### src/rtl/reg_writeback_pkg.sv
// Shared types and constants for the register writeback front end.
package reg_wb_pkg;

    // Load sequencing states.
    typedef enum logic [1:0] {
        StIdle,
        StCollect,
        StWrite
    } wb_state_e;

    // Load funct3 encodings.
    localparam logic [2:0] F3_LB  = 3'b000;
    localparam logic [2:0] F3_LH  = 3'b001;
    localparam logic [2:0] F3_LW  = 3'b010;
    localparam logic [2:0] F3_LBU = 3'b100;
    localparam logic [2:0] F3_LHU = 3'b101;

    // Index of the final byte lane for a load size; 011/11x count as a word.
    function automatic logic [1:0] last_lane(input logic [2:0] funct3);
        case (funct3[1:0])
            2'b00:   last_lane = 2'd0;
            2'b01:   last_lane = 2'd1;
            default: last_lane = 2'd3;
        endcase
    endfunction

endpackage

### src/rtl/reg_writeback_if.sv
// Bundled ALU/load inputs and register-file write outputs for reg_writeback.
// Optional bypass outputs exist only when REG_WB_FORWARD_EN is defined.
interface reg_wb_if #(
    parameter int unsigned XLEN   = 32,
    parameter int unsigned REG_AW = 5
);
    logic              alu_valid;
    logic [REG_AW-1:0] alu_rd;
    logic [XLEN-1:0]   alu_result;
    logic              load_start;
    logic [REG_AW-1:0] load_rd;
    logic [2:0]        load_funct3;
    logic              byte_valid;
    logic [7:0]        byte_data;
    logic [REG_AW-1:0] write_register;
    logic [XLEN-1:0]   write_value;
    logic              busy;
    logic              load_done;
    logic              protocol_err;
`ifdef REG_WB_FORWARD_EN
    logic              fwd_valid;
    logic [REG_AW-1:0] fwd_rd;
    logic [XLEN-1:0]   fwd_value;
`endif

    // Producer side: ALU, load sequencer and register file.
    modport master (
        output alu_valid, alu_rd, alu_result, load_start, load_rd, load_funct3,
               byte_valid, byte_data,
`ifdef REG_WB_FORWARD_EN
        input  fwd_valid, fwd_rd, fwd_value,
`endif
        input  write_register, write_value, busy, load_done, protocol_err
    );

    // Writeback block side.
    modport slave (
        input  alu_valid, alu_rd, alu_result, load_start, load_rd, load_funct3,
               byte_valid, byte_data,
`ifdef REG_WB_FORWARD_EN
        output fwd_valid, fwd_rd, fwd_value,
`endif
        output write_register, write_value, busy, load_done, protocol_err
    );

endinterface

### src/rtl/reg_writeback_load_extend.sv
// Sign/zero extension of an assembled load according to funct3.
module load_extend #(
    parameter int unsigned XLEN = 32
) (
    input  logic [XLEN-1:0] asm_i,
    input  logic [2:0]      funct3_i,
    output logic [XLEN-1:0] value_o
);

    // funct3[2] selects zero extension; word loads pass through.
    always_comb begin
        value_o = asm_i;
        unique case (funct3_i[1:0])
            2'b00:   value_o = {{(XLEN-8){~funct3_i[2] & asm_i[7]}}, asm_i[7:0]};
            2'b01:   value_o = {{(XLEN-16){~funct3_i[2] & asm_i[15]}}, asm_i[15:0]};
            default: value_o = asm_i;
        endcase
    end

endmodule

### src/rtl/reg_writeback.sv
// Register-file write port arbiter: ALU results win, byte-serial loads are
// assembled, extended and written when the port is free.
// Define REG_WB_FORWARD_EN to expose the next-edge write as bypass outputs.
module reg_writeback
    import reg_wb_pkg::*;
#(
    parameter int unsigned XLEN   = 32,
    parameter int unsigned REG_AW = 5
) (
    input  logic    clk,
    input  logic    rst,
    reg_wb_if.slave wb
);

    wb_state_e         state_q, state_d;
    logic [REG_AW-1:0] rd_q, rd_d;
    logic [2:0]        f3_q, f3_d;
    logic [XLEN-1:0]   asm_q, asm_d;
    logic [1:0]        cnt_q, cnt_d;
    logic              cancel_q, cancel_d;
    logic [REG_AW-1:0] wr_reg_q, wr_reg_d;
    logic [XLEN-1:0]   wr_val_q, wr_val_d;
    logic              done_q, done_d;
    logic              err_q, err_d;
    logic [XLEN-1:0]   ext_value;
    logic              alu_wr;

    assign alu_wr = wb.alu_valid && (wb.alu_rd != '0);

    load_extend #(
        .XLEN (XLEN)
    ) u_load_extend (
        .asm_i    (asm_q),
        .funct3_i (f3_q),
        .value_o  (ext_value)
    );

    // Next-state: load sequencing, port arbitration and WAW cancellation.
    always_comb begin
        state_d  = state_q;
        rd_d     = rd_q;
        f3_d     = f3_q;
        asm_d    = asm_q;
        cnt_d    = cnt_q;
        cancel_d = cancel_q;
        err_d    = err_q;
        wr_reg_d = '0;
        wr_val_d = '0;
        done_d   = 1'b0;

        if (alu_wr) begin
            wr_reg_d = wb.alu_rd;
            wr_val_d = wb.alu_result;
        end
        // A younger ALU write to the load's rd makes the load result stale.
        if ((state_q != StIdle) && alu_wr && (wb.alu_rd == rd_q)) begin
            cancel_d = 1'b1;
        end

        unique case (state_q)
            StIdle: begin
                if (wb.byte_valid) err_d = 1'b1;
                if (wb.load_start) begin
                    rd_d     = wb.load_rd;
                    f3_d     = wb.load_funct3;
                    asm_d    = '0;
                    cnt_d    = '0;
                    cancel_d = 1'b0;
                    state_d  = StCollect;
                end
            end
            StCollect: begin
                if (wb.load_start) err_d = 1'b1;
                if (wb.byte_valid) begin
                    asm_d[{cnt_q, 3'b000} +: 8] = wb.byte_data;
                    cnt_d = cnt_q + 2'd1;
                    if (cnt_q == last_lane(f3_q)) state_d = StWrite;
                end
            end
            StWrite: begin
                if (wb.load_start || wb.byte_valid) err_d = 1'b1;
                if (!alu_wr) begin
                    if (!cancel_q && (rd_q != '0)) begin
                        wr_reg_d = rd_q;
                        wr_val_d = ext_value;
                    end
                    done_d  = 1'b1;
                    state_d = StIdle;
                end
            end
            default: state_d = StIdle;
        endcase
    end

    // State and output registers.
    always_ff @(posedge clk or posedge rst) begin
        if (rst) begin
            state_q  <= StIdle;
            rd_q     <= '0;
            f3_q     <= '0;
            asm_q    <= '0;
            cnt_q    <= '0;
            cancel_q <= 1'b0;
            wr_reg_q <= '0;
            wr_val_q <= '0;
            done_q   <= 1'b0;
            err_q    <= 1'b0;
        end else begin
            state_q  <= state_d;
            rd_q     <= rd_d;
            f3_q     <= f3_d;
            asm_q    <= asm_d;
            cnt_q    <= cnt_d;
            cancel_q <= cancel_d;
            wr_reg_q <= wr_reg_d;
            wr_val_q <= wr_val_d;
            done_q   <= done_d;
            err_q    <= err_d;
        end
    end

    assign wb.write_register = wr_reg_q;
    assign wb.write_value    = wr_val_q;
    assign wb.busy           = (state_q != StIdle);
    assign wb.load_done      = done_q;
    assign wb.protocol_err   = err_q;

`ifdef REG_WB_FORWARD_EN
    // Bypass copy of the write that the next edge will present.
    assign wb.fwd_valid = (wr_reg_d != '0);
    assign wb.fwd_rd    = wr_reg_d;
    assign wb.fwd_value = wr_val_d;
`endif

endmodule

### src/flat_wrapper.sv
// flat-port wrapper written by rule: the top's interface ports become plain ports
module reg_writeback_flat import reg_wb_pkg::*;
#(
    parameter int unsigned XLEN   = 32,
    parameter int unsigned REG_AW = 5
)
  (clk, rst, wb_alu_valid, wb_alu_rd, wb_alu_result, wb_load_start, wb_load_rd, wb_load_funct3, wb_byte_valid, wb_byte_data, wb_write_register, wb_write_value, wb_busy, wb_load_done, wb_protocol_err);
  reg_wb_if #(.XLEN(XLEN), .REG_AW(REG_AW)) wb_i ();
  input  logic clk;
  input  logic rst;
  input wire logic [$bits(wb_i.alu_valid)-1:0] wb_alu_valid;
  input wire logic [$bits(wb_i.alu_rd)-1:0] wb_alu_rd;
  input wire logic [$bits(wb_i.alu_result)-1:0] wb_alu_result;
  input wire logic [$bits(wb_i.load_start)-1:0] wb_load_start;
  input wire logic [$bits(wb_i.load_rd)-1:0] wb_load_rd;
  input wire logic [$bits(wb_i.load_funct3)-1:0] wb_load_funct3;
  input wire logic [$bits(wb_i.byte_valid)-1:0] wb_byte_valid;
  input wire logic [$bits(wb_i.byte_data)-1:0] wb_byte_data;
  output wire logic [$bits(wb_i.write_register)-1:0] wb_write_register;
  output wire logic [$bits(wb_i.write_value)-1:0] wb_write_value;
  output wire logic [$bits(wb_i.busy)-1:0] wb_busy;
  output wire logic [$bits(wb_i.load_done)-1:0] wb_load_done;
  output wire logic [$bits(wb_i.protocol_err)-1:0] wb_protocol_err;
  assign wb_i.alu_valid = wb_alu_valid;
  assign wb_i.alu_rd = wb_alu_rd;
  assign wb_i.alu_result = wb_alu_result;
  assign wb_i.load_start = wb_load_start;
  assign wb_i.load_rd = wb_load_rd;
  assign wb_i.load_funct3 = wb_load_funct3;
  assign wb_i.byte_valid = wb_byte_valid;
  assign wb_i.byte_data = wb_byte_data;
  assign wb_write_register = wb_i.write_register;
  assign wb_write_value = wb_i.write_value;
  assign wb_busy = wb_i.busy;
  assign wb_load_done = wb_i.load_done;
  assign wb_protocol_err = wb_i.protocol_err;
  reg_writeback #(.XLEN(XLEN), .REG_AW(REG_AW)) u_core (.clk(clk), .rst(rst), .wb(wb_i));
endmodule
### config.mk
export PLATFORM = sky130hd
export DESIGN_NAME = reg_writeback_flat
export DESIGN_NICKNAME = d
export VERILOG_FILES = /design/src/rtl/reg_writeback_pkg.sv /design/src/rtl/reg_writeback_if.sv /design/src/rtl/reg_writeback_load_extend.sv /design/src/rtl/reg_writeback.sv /design/src/flat_wrapper.sv
export SDC_FILE = /design/constraint.sdc
export NUM_CORES = 1
export LEC_CHECK = 0
export CAP_MARGIN = 20
export CORE_MARGIN = 4
export CORE_UTILIZATION = 45
export CTS_BUF_LIST = sky130_fd_sc_hd__clkbuf_16
export DETAILED_ROUTE_END_ITERATION = 10
export DONT_BUFFER_PORTS = 1
export SLEW_MARGIN = 40
export SYNTH_ARGS = -nofsm -noshare
export SYNTH_HDL_FRONTEND = slang
export SYNTH_SLANG_ARGS = --single-unit
### constraint.sdc
create_clock -name clk -period 4.4 [get_ports clk]
set_clock_uncertainty 0.15 [all_clocks]
set_input_delay 0.88 -clock clk [delete_from_list [all_inputs] [get_ports clk]]
set_output_delay 0.88 -clock clk [all_outputs]
set_load 0.01 [all_outputs]
==> impl_metrics.toml <==
[yosys]
syn_nets = 398
yosysTopAreaCell = "dfrtp_1"
synth_top_area_share_pct = 57.95
synthCells = 336
ys_seq_elements = 84
seq_area_frac_synth_pct = 57.95
synthFlopType = "dfrtp_1"
synth_area_per_cell_um2 = 10.80
async_reset_ff_share_pct = 100.0
synth_edf_count = 0
synth_warnings = 0
mappedNetlistArea_um2 = 3627
synthDistinctLibCells = 40
synthTopCellsByArea = "dfrtp_1 58%, a22o_1 7.5%, o21ai_0 4.0%"

[drt]
drt_iter0_drc = 92
drc_errors = 0
dr.pass1.iters = 4
num_vias = 2447
wl_per_cell_um = 18.04
vias_per_cell = 5.625
postRouteAntennaNets = 0
drt-total-wl_um = 7847

[global_routing]
grt_max_degree = 62
grt_pass1_vias = 2388
antenna_found_initial = 0
grt_pass1_wl_um = 12660
grt_usage_pct = 16.64
grt_overflow = 0

[timing]
hold_viol_final = 0
slew_violations = 0
tightest_slew_ns = 0.5624
rsz0062_at_grt = "no"
fin_tns_setup_ns = 0
maxSlewHeadroom_pct = 62.50
finalCritPeriodShare_pct = 53.68
postLayoutSetupSlackWorst_ns = 2.038
max_freq_mhz = 423.4
finalSetupViolCount = 0
finalCriticalPeriod_ns = 2.362

[placed_design]
hpwl_um = 5570
place.gp.congestion = 0.8168
dp_worst_setup_slack_ns = 1.680
port_buffers = 0

[clocking]
cts-root-buf = "clkbuf_16"
clock_sinks = 84
clock_path_buffers = 2
ctsHtreeMaxLevel = 3
ctsHoldBuffers = 0
cts_tree = "built"
cts_setup_buffers = 0
post_cts_resized = 0
clk_latency_ns = 0.33
clkTransAtPathRegs_ns = 0.06
cts_made_buffers = 9

[finish]
regArea_um2 = 2103
nNetsFinal = 390
layout-drive-gt1-share_pct = 12.61
diodes = 0
fill_cells = 707
syn_to_final_growth_pct = 9.452
multi_input_area_um2 = 1336

[critical_path]
crit_type = "input pin to flip-flop"
critPathTopFamily = "simple AND/OR/NAND/NOR gates"
crit_path_end_kind = "flip-flop"
slowest_delay_ns = 0.51
critical_path.slowest_cell = "or4_1"
crit_arrival_ns = 2.45
critPathMaxFanout = 39
crit_chain = "or4_1 -> o21a_1 -> buf_4 -> or2_4 -> o21ai_0"
required_ns = 4.49
start_kind = "input pin"
cp_num_buf_inv = 1

[power]
power_frac_comb_pct = 20.3
power_density_nw_per_um2 = 570.7
p_clk_share_pct = 32.2
switching_power_uw = 744.4
ir_worst_vdd_mv = 0.2271
power.internal_uw = 1521
switching_share_pct = 32.85
seqPwrFrac_pct = 47.5
leakage_uw = 0.001775

[floorplanning]
die-area_um2 = 9561
core_area_um2 = 7767
rows = 32
fp.dieW_um = 97.78
initial_core_util_pct = 46.70
io_pins = 98
die-height_um = 97.78

[outcome]
status = "finished, final reports clean"

[run]
cap_viol_max_count = 0

[hold_path]
min_path_type = "input pin to async pin"
routing by layer:
layer | GRT usage (%) | wire, um
met1 | 23.02 | 3677
met2 | 25.04 | 3618
met3 | 4.929 | 449
met4 | 6.070 | 101
met5 | 0 | 0
power by group through the flow:
| stage | combinational [uW] | sequential (uW) | clock [uW] |
|---|---|---|---|
| 2_1_floorplan | 441 | 994 | 0 |
| 3_5_place_dp | 460 | 1090 | 0 |
| 4_1_cts | 464 | 1080 | 747 |
| 6_report | 460 | 1080 | 729 |
| 3_3_place_gp | 445 | 1080 | 0 |
| 5_1_grt | 522 | 1100 | 778 |
worst paths after layout:
kind                                  from                   endpoint  slack [ns]  cells past startpoint
max                           wb_alu_rd[0]  u_core.wb.write_value[31]        2.04                      5
min                                    rst  u_core.wb.write_value[29]        0.31                      1
max reg2reg                u_core.cnt_q[0]           u_core.asm_q[26]        2.18                      6
min reg2reg                u_core.asm_q[9]            u_core.asm_q[9]        0.35                      1
max in group asynchronous              rst             u_core.f3_q[1]        3.05                      2
min in group clk           u_core.asm_q[9]            u_core.asm_q[9]        0.35                      1
cell type report:
cell class                 instances  area share (%)
timing repair buffer               3          0.5673
inverter                          22           2.206
tap                              102           3.215
multi-input combinational        208           33.66
sequential                        84           52.98
clock buffer                       9           5.673
clock inverter                     7           1.702
sequential cells by signal, summed over array words and instances (netlist names):
name and flops:
u_core.cnt_q 2, u_core.rd_q 5, u_core.wb.write_value 32, u_core.f3_q 3
u_core.wb.load_done 1, u_core.state_q 2, u_core.wb.protocol_err 1, u_core.asm_q 32
u_core.wb.write_register 5, u_core.cancel_q 1
synthesized netlist by cell type, drive strengths merged (2+ instances only):
cell type   n
dfrtp      84
o21ai      49
nand2      32
a22o       31
inv        22
a21oi      21
nand3      20
clkbuf     16
mux2        8
nor2        7
buf         6
ha          4
xor2        4
nand2b      3
nor3        3
or4         3
a21o        2
and4        2
mux2i       2
nand4       2
nor3b       2
kinds of logic (layout without fill, tap and decap cells):
kind of cell	count (synthesis)	in the layout	share of synthesized area, %
DFF	84	84	57.95
AOI/OAI and AO/OA	111	111	20.32
buffers and inverters	44	41	5.415
xor gates and xnor gates	5	5	1.207
adders and majority gates	4	4	1.380
muxes	10	10	3.036
and+or+nand+nor	78	78	10.69
stage by stage:
step	hold WS (ns)	utilization, %	cell area [um^2]	cells	power [uW]
detailed placement	0.3411	47.33	3676	419	1549
global placement	0.3401	47.18	3665	419	1525
CTS	0.3270	51.10	3969	435	2286
finish	0.3067	51.11	3970	435	2266
global route	0.3357	51.11	3970	435	2401
floorplan	0.3165	-	3627	336	1435
worst register-to-register path, stage by stage, from the launching register on:
cell and delay (ns):
dfrtp_1 0.46, inv_1 0.16, ha_1 0.26, nor3b_1 0.35
nand4_1 0.16, nor2_1 0.42, a22o_1 0.20
placed cells by master (no fill, tap or decap), types with 3 or more instances in the layout:
cell,synthesis,layout
dfrtp_1,84,83
nand2_1,32,32
a22o_1,31,31
o21ai_0,29,29
inv_1,22,21
nand3_1,20,20
a21oi_1,21,19
o21ai_2,10,10
o21ai_1,10,10
clkbuf_16,0,9
mux2_2,8,8
nor2_1,6,6
xor2_1,4,4
ha_1,4,4
nand2b_1,3,3
or4_1,3,3
clkinv_4,0,3
buf_4,0,3
(Power assumes the default switching activity.)
